### src/rtl/mod_sq_pkg.sv
// Shared constants and helpers for the modulo-19 squaring arbiter.
//   N        : exponent, modulus M = 2^N + 3
//   W        : request operand width (2N)
//   RES_W    : residue width (holds 0..M-1)
//   SQ_W     : result width (holds 0..M-1)
//   SQ_TABLE : r -> r*r mod M for r = 0..M-1
//   reduce_residue() : din -> din mod M using 2^N == -3 (mod M)
package mod_sq_pkg;

  localparam int N     = 4;
  localparam int W     = 2 * N;
  localparam int M     = (1 << N) + 3;
  localparam int RES_W = N + 1;
  localparam int SQ_W  = N + 1;
  // Working width for x + 3M - 3y, which peaks at 15 + 57 = 72.
  localparam int T_W   = N + 3;

  localparam logic [SQ_W-1:0] SQ_TABLE [M] = '{
    5'd0,  5'd1,  5'd4,  5'd9,  5'd16, 5'd6,  5'd17, 5'd11, 5'd7,  5'd5,
    5'd5,  5'd7,  5'd11, 5'd17, 5'd6,  5'd16, 5'd9,  5'd4,  5'd1
  };

  typedef struct packed {
    logic             valid;
    logic [RES_W-1:0] r;
    logic             tag;
  } s1_t;

  typedef struct packed {
    logic            valid;
    logic [SQ_W-1:0] sq;
    logic            tag;
  } s2_t;

  // din = y*2^N + x == x - 3y (mod M). Adding 3M keeps the difference
  // non-negative (12..72), then two conditional subtractions fold it into 0..M-1.
  function automatic logic [RES_W-1:0] reduce_residue(input logic [W-1:0] din);
    logic [T_W-1:0] t;
    t = T_W'(din[N-1:0]) + T_W'(3 * M) - T_W'(din[W-1:N]) * T_W'(3);
    if (t >= T_W'(2 * M)) t = t - T_W'(2 * M);
    if (t >= T_W'(M))     t = t - T_W'(M);
    return t[RES_W-1:0];
  endfunction

endpackage

### src/rtl/mod19_sq_lut.sv
// Combinational square lookup: sq = r*r mod 19.
//   r  : residue in 0..18
//   sq : square residue in 0..18 (0 for out-of-range codes)
module mod19_sq_lut
  import mod_sq_pkg::*;
(
  input  logic [RES_W-1:0] r,
  output logic [SQ_W-1:0]  sq
);

  always_comb begin
    sq = '0;
    if (r < RES_W'(M)) sq = SQ_TABLE[r];
  end

endmodule

### src/rtl/mod19_sq_arbiter.sv
// Two-requester round-robin arbiter feeding a 2-stage (din^2 mod 19) pipeline.
//   clk, rst              : clock, synchronous active-high reset
//   reqI_valid/data/ready : requester I operand handshake (I = 0, 1)
//   res_valid/data/tag    : result, its value and the issuing requester
//   res_ready             : consumer accepts the result
//   busy                  : any pipeline stage holds an entry
module mod19_sq_arbiter #(
  parameter int N = 4,
  parameter int W = 8
) (
  input  logic         clk,
  input  logic         rst,
  input  logic         req0_valid,
  input  logic [W-1:0] req0_data,
  output logic         req0_ready,
  input  logic         req1_valid,
  input  logic [W-1:0] req1_data,
  output logic         req1_ready,
  output logic         res_valid,
  output logic [N:0]   res_data,
  output logic         res_tag,
  input  logic         res_ready,
  output logic         busy
);
  import mod_sq_pkg::*;

  logic [1:0]       req_valid;
  logic [W-1:0]     req_data [2];
  logic [1:0]       grant;
  logic [1:0]       ready;
  logic             both_valid;
  logic             accept;
  logic             grant_idx;
  logic [W-1:0]     sel_data;
  logic [RES_W-1:0] sel_res;
  logic [SQ_W-1:0]  lut_sq;
  logic             s2_load;
  logic             s1_load;

  logic rr_reg, rr_next;
  s1_t  s1_reg, s1_next;
  s2_t  s2_reg, s2_next;

  assign req_valid   = {req1_valid, req0_valid};
  assign req_data[0] = req0_data;
  assign req_data[1] = req1_data;

  // S2 moves whenever the consumer takes its entry (or it is empty); S1 may
  // take a new operand whenever its current entry moves on (or it is empty).
  assign s2_load    = !s2_reg.valid || res_ready;
  assign s1_load    = s2_load || !s1_reg.valid;
  assign both_valid = &req_valid;

  genvar gi;
  generate
    for (gi = 0; gi < 2; gi++) begin : g_req
      // rr only breaks ties; a lone valid requester always wins.
      assign grant[gi] = req_valid[gi] && (!both_valid || (rr_reg == 1'(gi)));
      assign ready[gi] = !rst && s1_load && grant[gi];
    end
  endgenerate

  assign req0_ready = ready[0];
  assign req1_ready = ready[1];
  assign accept     = |ready;
  assign grant_idx  = grant[1];
  assign sel_data   = grant_idx ? req_data[1] : req_data[0];
  assign sel_res    = reduce_residue(sel_data);

  mod19_sq_lut u_lut (
    .r  (s1_reg.r),
    .sq (lut_sq)
  );

  always_comb begin
    s1_next = s1_reg;
    s2_next = s2_reg;
    rr_next = rr_reg;
    if (s2_load) begin
      s2_next.valid = s1_reg.valid;
      if (s1_reg.valid) begin
        s2_next.sq  = lut_sq;
        s2_next.tag = s1_reg.tag;
      end
    end
    if (s1_load) begin
      s1_next.valid = accept;
      if (accept) begin
        s1_next.r   = sel_res;
        s1_next.tag = grant_idx;
      end
    end
    if (accept) rr_next = ~grant_idx;
  end

  always_ff @(posedge clk) begin
    if (rst) begin
      s1_reg <= '0;
      s2_reg <= '0;
      rr_reg <= 1'b0;
    end else begin
      s1_reg <= s1_next;
      s2_reg <= s2_next;
      rr_reg <= rr_next;
    end
  end

  assign res_valid = s2_reg.valid;
  assign res_data  = s2_reg.sq;
  assign res_tag   = s2_reg.tag;
  assign busy      = s1_reg.valid | s2_reg.valid;

endmodule

### config.mk
export PLATFORM = sky130hd
export DESIGN_NAME = mod19_sq_arbiter
export DESIGN_NICKNAME = d
export VERILOG_FILES = /design/src/rtl/mod_sq_pkg.sv /design/src/rtl/mod19_sq_lut.sv /design/src/rtl/mod19_sq_arbiter.sv
export SDC_FILE = /design/constraint.sdc
export NUM_CORES = 1
export LEC_CHECK = 0
export CAP_MARGIN = 20
export CORE_MARGIN = 10
export CORE_UTILIZATION = 42
export DETAILED_ROUTE_END_ITERATION = 10
export GPL_TIMING_DRIVEN = 0
export PLACE_DENSITY = 0.67
export RECOVER_POWER = 25
export SLEW_MARGIN = 15
export SYNTH_ARGS = -nofsm -noshare
export SYNTH_HDL_FRONTEND = slang
export SYNTH_SLANG_ARGS = --single-unit
### constraint.sdc
create_clock -name clk -period 6.6 [get_ports clk]
set_input_delay 0.99 -clock clk [delete_from_list [all_inputs] [get_ports clk]]
set_output_delay 0.99 -clock clk [all_outputs]
set_load 0.01 [all_outputs]
## Word-level counts from Yosys, hierarchy flattened

Memory sizes are Yosys's and may differ from the RTL's.
Index checks and enable logic that the tools add are counted.

- Add/sub/neg operators: 4
- Multiply operators: 1
- Magnitude comparators: 4
- Muxes and demuxes: 6
- Bitwise gates (word level): 4
- Reductions and logical operators: 17

Operators with widths:

| kind | number |
|---|---|
| two-way mux 5 bit | 4 |
| two-way mux 8 bit | 1 |
| adder 4 x 6 -> 7 bit, second input constant | 1 |
| greater-or-equal comparator 7 x 5 -> 1 bit, second input constant | 1 |
| greater-or-equal comparator 7 x 6 -> 1 bit, second input constant | 1 |
| two-way mux 7 bit | 1 |
| subtractor 7 x 6 -> 7 bit | 1 |
| subtractor 7 x 6 -> 7 bit, second input constant | 1 |
| greater-or-equal comparator 6 bit, second input constant | 1 |
| multiplier 4 x 2 -> 6 bit, second input constant | 1 |
| inverter 5 -> 6 bit | 1 |
| AND reduction 2 bit | 3 |
| logical AND 1 bit | 5 |
| < comparator 5 bit, second input constant | 1 |
| subtractor 5 bit, second input constant | 1 |
| logical NOT 1 bit | 4 |
| logical OR 1 bit | 4 |
| inverter 1 bit | 2 |
| OR reduction 2 bit | 1 |
| OR 1 bit | 1 |

- Register bits after elaboration: 15
- Bits in read-only memories: 160
- Bits of input ports: 21
- Word-level logic and storage cells: 44
- Memories kept: 1

Memories:

| name | depth | width | read ports | clocked after memory_dff | wr ports | RTL line | text |
|---|---|---|---|---|---|---|---|
| (no name shown) | 32 | 5 | 1 | 0 | 0 | mod19_sq_lut.sv:13 | `if (r < RES_W'(M)) sq = SQ_TABLE[r];` |

## Logic depth before layout (Yosys ltp)

- Word-level depth: 11
- Gate-level depth with buffers: 20
- Depth with buffers taken out: 20

## Modules after synthesis

A second synthesis with hierarchy kept.

- Cell total of the unflattened synthesis: 188
- Area total of the unflattened synthesis: 1579.0 um^2

By module, submodules not included:

| module | instances | cells an instance | area an instance (um^2) |
|---|---|---|---|
| mod19_sq_arbiter | 1 | 158 | 1356.3 |
| mod19_sq_lut | 1 | 30 | 222.7 |

## Least setup slack after synthesis

OpenSTA, ideal clock, no wires.

- Path type: input -> register
- Start: input port req0_valid
- End: register s1_reg[2] (netlist bit)
- Arrival: 5.550 ns
- Path slack: 0.938 ns
- Stages: 18
- Path buffers: 0
- Cell sequence: inv_1 -> o21ai_1 -> mux2i_1 -> xor2_1 -> ha_1 -> ha_1 -> inv_1 -> fa_1 -> inv_1 -> ha_1 -> or4_4 -> nand2_1 -> o31a_1 -> mux2i_2 -> ha_1 -> o41a_1 -> o21a_1 -> a2111oi_1

- Cells in the longest elaborated chain, start to end: 11
- Elaborated cells between the ends (all ways): 20
- Classes of those cells: 4 x add/sub; 1 x mul; 2 x order compare; 3 x mux; 10 x reduce/logical

Ends and longest elaborated chain:

| element | RTL line | text |
|---|---|---|
| start: declaration | mod19_sq_arbiter.sv:13 | `input logic req0_valid,` |
| AND reduction 2 bit | mod19_sq_arbiter.sv:52 | `assign both_valid = &req_valid;` |
| logical NOT 1 bit | mod19_sq_arbiter.sv:58 | `assign grant[gi] = req_valid[gi] && (!both_valid \|\| (rr_reg == 1'(gi)));` |
| logical OR 1 bit | mod19_sq_arbiter.sv:58 |  |
| logical AND 1 bit | mod19_sq_arbiter.sv:58 |  |
| two-way mux 8 bit | mod19_sq_arbiter.sv:67 | `assign sel_data = grant_idx ? req_data[1] : req_data[0];` |
| multiplier 4 x 2 -> 6 bit or adder 4 x 6 -> 7 bit (tied branches) | mod_sq_pkg.sv:39 | `t = T_W'(din[N-1:0]) + T_W'(3 * M) - T_W'(din[W-1:N]) * T_W'(3);` |
| subtractor 7 x 6 -> 7 bit | mod_sq_pkg.sv:39 |  |
| subtractor 7 x 6 -> 7 bit or greater-or-equal comparator 7 x 6 -> 1 bit (tied branches) | mod_sq_pkg.sv:40 | `if (t >= T_W'(2 * M)) t = t - T_W'(2 * M);` |
| two-way mux 7 bit | mod_sq_pkg.sv:40 |  |
| greater-or-equal comparator 7 x 5 -> 1 bit or subtractor 5 bit (tied branches) | mod_sq_pkg.sv:41 | `if (t >= T_W'(M)) t = t - T_W'(M);` |
| two-way mux 5 bit | mod_sq_pkg.sv:41 |  |
| end signal: assignment | mod19_sq_arbiter.sv:102 | `s1_reg <= s1_next;` |
| end: declaration | mod19_sq_arbiter.sv:41 | `s1_t s1_reg, s1_next;` |

Parallel ways exist; a longest one is shown, timed or not.
A chain may end at the register's enable or synchronous reset.

## Worst setup path after layout

Same ends and word-level chain as after synthesis.

==> impl_results.md <==
- Worst setup margin: about 0.51 ns
- Tmin final: 6.09 ns
- Top-count cell post-synth: nor2_1
- Sequential share of the synthesized area: 18.4%
- Post-Syn Area: between 0.0015 and 0.002 sq mm
- Adder-cell share of the synthesized area: 14.8%
- Dpl hpwl: 3090 microns
- Slew of the pin with the lowest slew margin: between 0.6 and 0.7 ns
- Post-place setup slack: -0.00350 ns
- Root Driver: clkbuf_8
- Die area: 0.00677 sq mm
- Clk buf depth: 2
- Combinational family with the most area after synthesis: compound AO/OA/AOI/OAI gates
- Worst Path Required: 6.74 ns
- Final Hold Vio Count: 0
- Worst skew pair latency: 0.25 ns
- Largest register FFs: 7
- Total global-route track usage: between 10% and 20%
- Final nets: approximately 270
- Hold Buf Count CTS: 0
- Design area: around 0.002 sq mm
- Via density: 5.43
- # diodes: 0
- First-pass GRT wire length: approximately 6500 microns
- Iteration-0 DRC Markers: about 100
- Initial core utilization: 43.8%
- Number of global-route vias before repair: 1455
- Setup_tns: 0 ns
- Area leader, netlist: dfxtp_1
- I/O pins: 31
- Critical path arrival: 6.24 ns
- Layout cells sized above 1: roughly an eighth
- Wirelength per Cell: 13.6 microns
- Syn Nets: 237
- Relative slew slack: between 50% and 60%
- Cell Count, Final, Fillers Out: 280
- Max-cap violation count: 0
- Total Wirelength: 3810 microns
- Mean Syn Cell Area: 8.22 sq um
- Min-delay worst type: reg2reg
- Vert. Die Dim: slightly above 80 microns
- CP Capture Type: register
- Clk_skew: 0.00649 ns
- Hold WS: 0.467 ns
- Critical Path Start Type: input port
- FFs w/ async S/R, synth: 0%
- Setup CP Type: in2reg
- Port Buffer Count: 30
- Post-synth EDFFs: 0
- Clk slew on worst S/H paths: 0.06 ns
- Endpoints failing setup: 0
- GRT overflow: 0
- Total number of H-tree levels: 1
- VDD IR max: 120 uV
- Tcrit/Tclk final: 92.3%
- RSZ-0062 raised after global routing: no
- DRC: 0
- TritonCTS clock tree: built
- Core ar.: ~0.0037 sq mm
- Placer Congestion: 0.771
- Synth area leaders: dfxtp_1 18%, ha_1 12%, a21oi_1 4.9%, nor2_1 4.6%, mux2i_1 4.3%
- Cells after Synth: between 150 and 200
- Max Fclk: 164 MHz
- CP max FO: 8
- Total setup buffers inserted after CTS: 0
- Top cell type's share of synthesized area: 18.4%
- Mux cell area share after synthesis: 8.15%
- Synthesis-stage register bit count: 15
- DR vias: approximately 1500
- Synth Area in Simple Gates: between 10% and 20%
- Post-synth top cells: 20 x nor2_1, 16 x a21oi_1, 16 x ha_1, 15 x dfxtp_1, 14 x inv_1
- Chip Width: approximately 82 microns
- Leakage Power: 0.000865 uW
- Post-CTS sizing: 0
- Antenna Nets Post-Route: 0
- PD cells: 371 mW/mm^2
- Yosys warnings: 0
- Total CTS buffers: 3
- Post-Place Cells: 276
- Xor/xnor share of the synthesized area: 3.23%
- Count of cell types in the netlist: 59
- Placed instance area: 0.00199 sq mm
- Layout area overhead: 25.1%
- Largest net degree at the start of global routing: 11
- Post-synthesis compound-gate area fraction: 32.7%
- Clk sinks: 15
- Drt pass-1 iters: 4
- Antenna violations before repair: 0
- Dominant synthesized flop cell: dfxtp_1
- Max Slew Vio Count: 0
- Status: complete, no violations
- FP Rows: 22
-- cell usage in the layout, fill, tap and decap left out, types with 3 or more instances in the layout --
master and count:
a21o_1 3, inv_1 14, o21ai_0 8, dfxtp_1 15, dlygate4sd3_1 6, mux2i_1 7, o21bai_1 5, clkbuf_8 3
o21ai_2 3, ha_1 16, clkbuf_1 6, nor2_1 20, nor2b_1 4, xor2_1 4, nand2_1 12, clkdlybuf4s50_1 24
a21oi_1 16, nand2b_1 4
-- critical path: stages --
cell             delay (ns)
clkdlybuf4s50_1        0.51
inv_1                  0.10
o21ai_2                0.38
mux2i_1                0.42
xor2_1                 0.19
ha_1                   0.25
ha_1                   0.30
inv_1                  0.06
fa_1                   0.55
inv_1                  0.06
ha_1                   0.24
or4_4                  0.54
nand2_1                0.17
o31a_1                 0.18
mux2i_2                0.11
ha_1                   0.28
o41a_1                 0.42
o21a_1                 0.17
a2111oi_1              0.33
-- routing by layer --
metal	wire length (microns)	vias up	track usage [%]
li1	-	793	-
met1	1870	686	15.3
met2	1660	36	17.2
met3	208	6	3.56
met4	65	0	4.59
met5	0	-	0
-- final timing paths --
path	startpoint	end	slack, ns	cells past startpoint
max	req0_valid	s1_reg[2]$_SDFFE_PP0P_	0.51	19
min	res_data[0]$_SDFFE_PP0P_	res_data[0]$_SDFFE_PP0P_	0.47	2
max reg2reg	rr_reg$_SDFFE_PP0N_	s1_reg[2]$_SDFFE_PP0P_	1.47	17
min reg2reg	res_data[0]$_SDFFE_PP0P_	res_data[0]$_SDFFE_PP0P_	0.47	2
-- metrics by stage --
stage	utilization (%)	total power (uW)
6_report	54.8	755
5_1_grt	54.8	832
4_1_cts	54.7	757
3_5_place_dp	53.5	679
3_3_place_gp	53.5	670
2_1_floorplan	-	569
-- where the power goes --
part	internal, uW	total [uW]	switching (uW)
Sequential	105	115	9.98
Clock	42.8	74.6	31.8
Combinational	251	565	313
-- layout make-up --
| class | count | area (sq um) |
|---|---|---|
| fillers | 381 | 1680 |
| plain buffers | 6 | 26.3 |
| inverters | 15 | 56.3 |
| multi-input cells | 162 | 1250 |
| repair buffers | 30 | 300 |
| clock buffers | 4 | 45.0 |
| well taps | 48 | 60.1 |
| flip-flops and latches | 15 | 300 |
-- logic make-up after synthesis --
kind of cell | after synthesis
compound gates | 70
flops | 15
xor+xnor | 6
fa+ha+maj | 18
mux | 12
simple gates | 56
buf+inv | 21
Note: power is estimated with default switching activity, not from simulation.
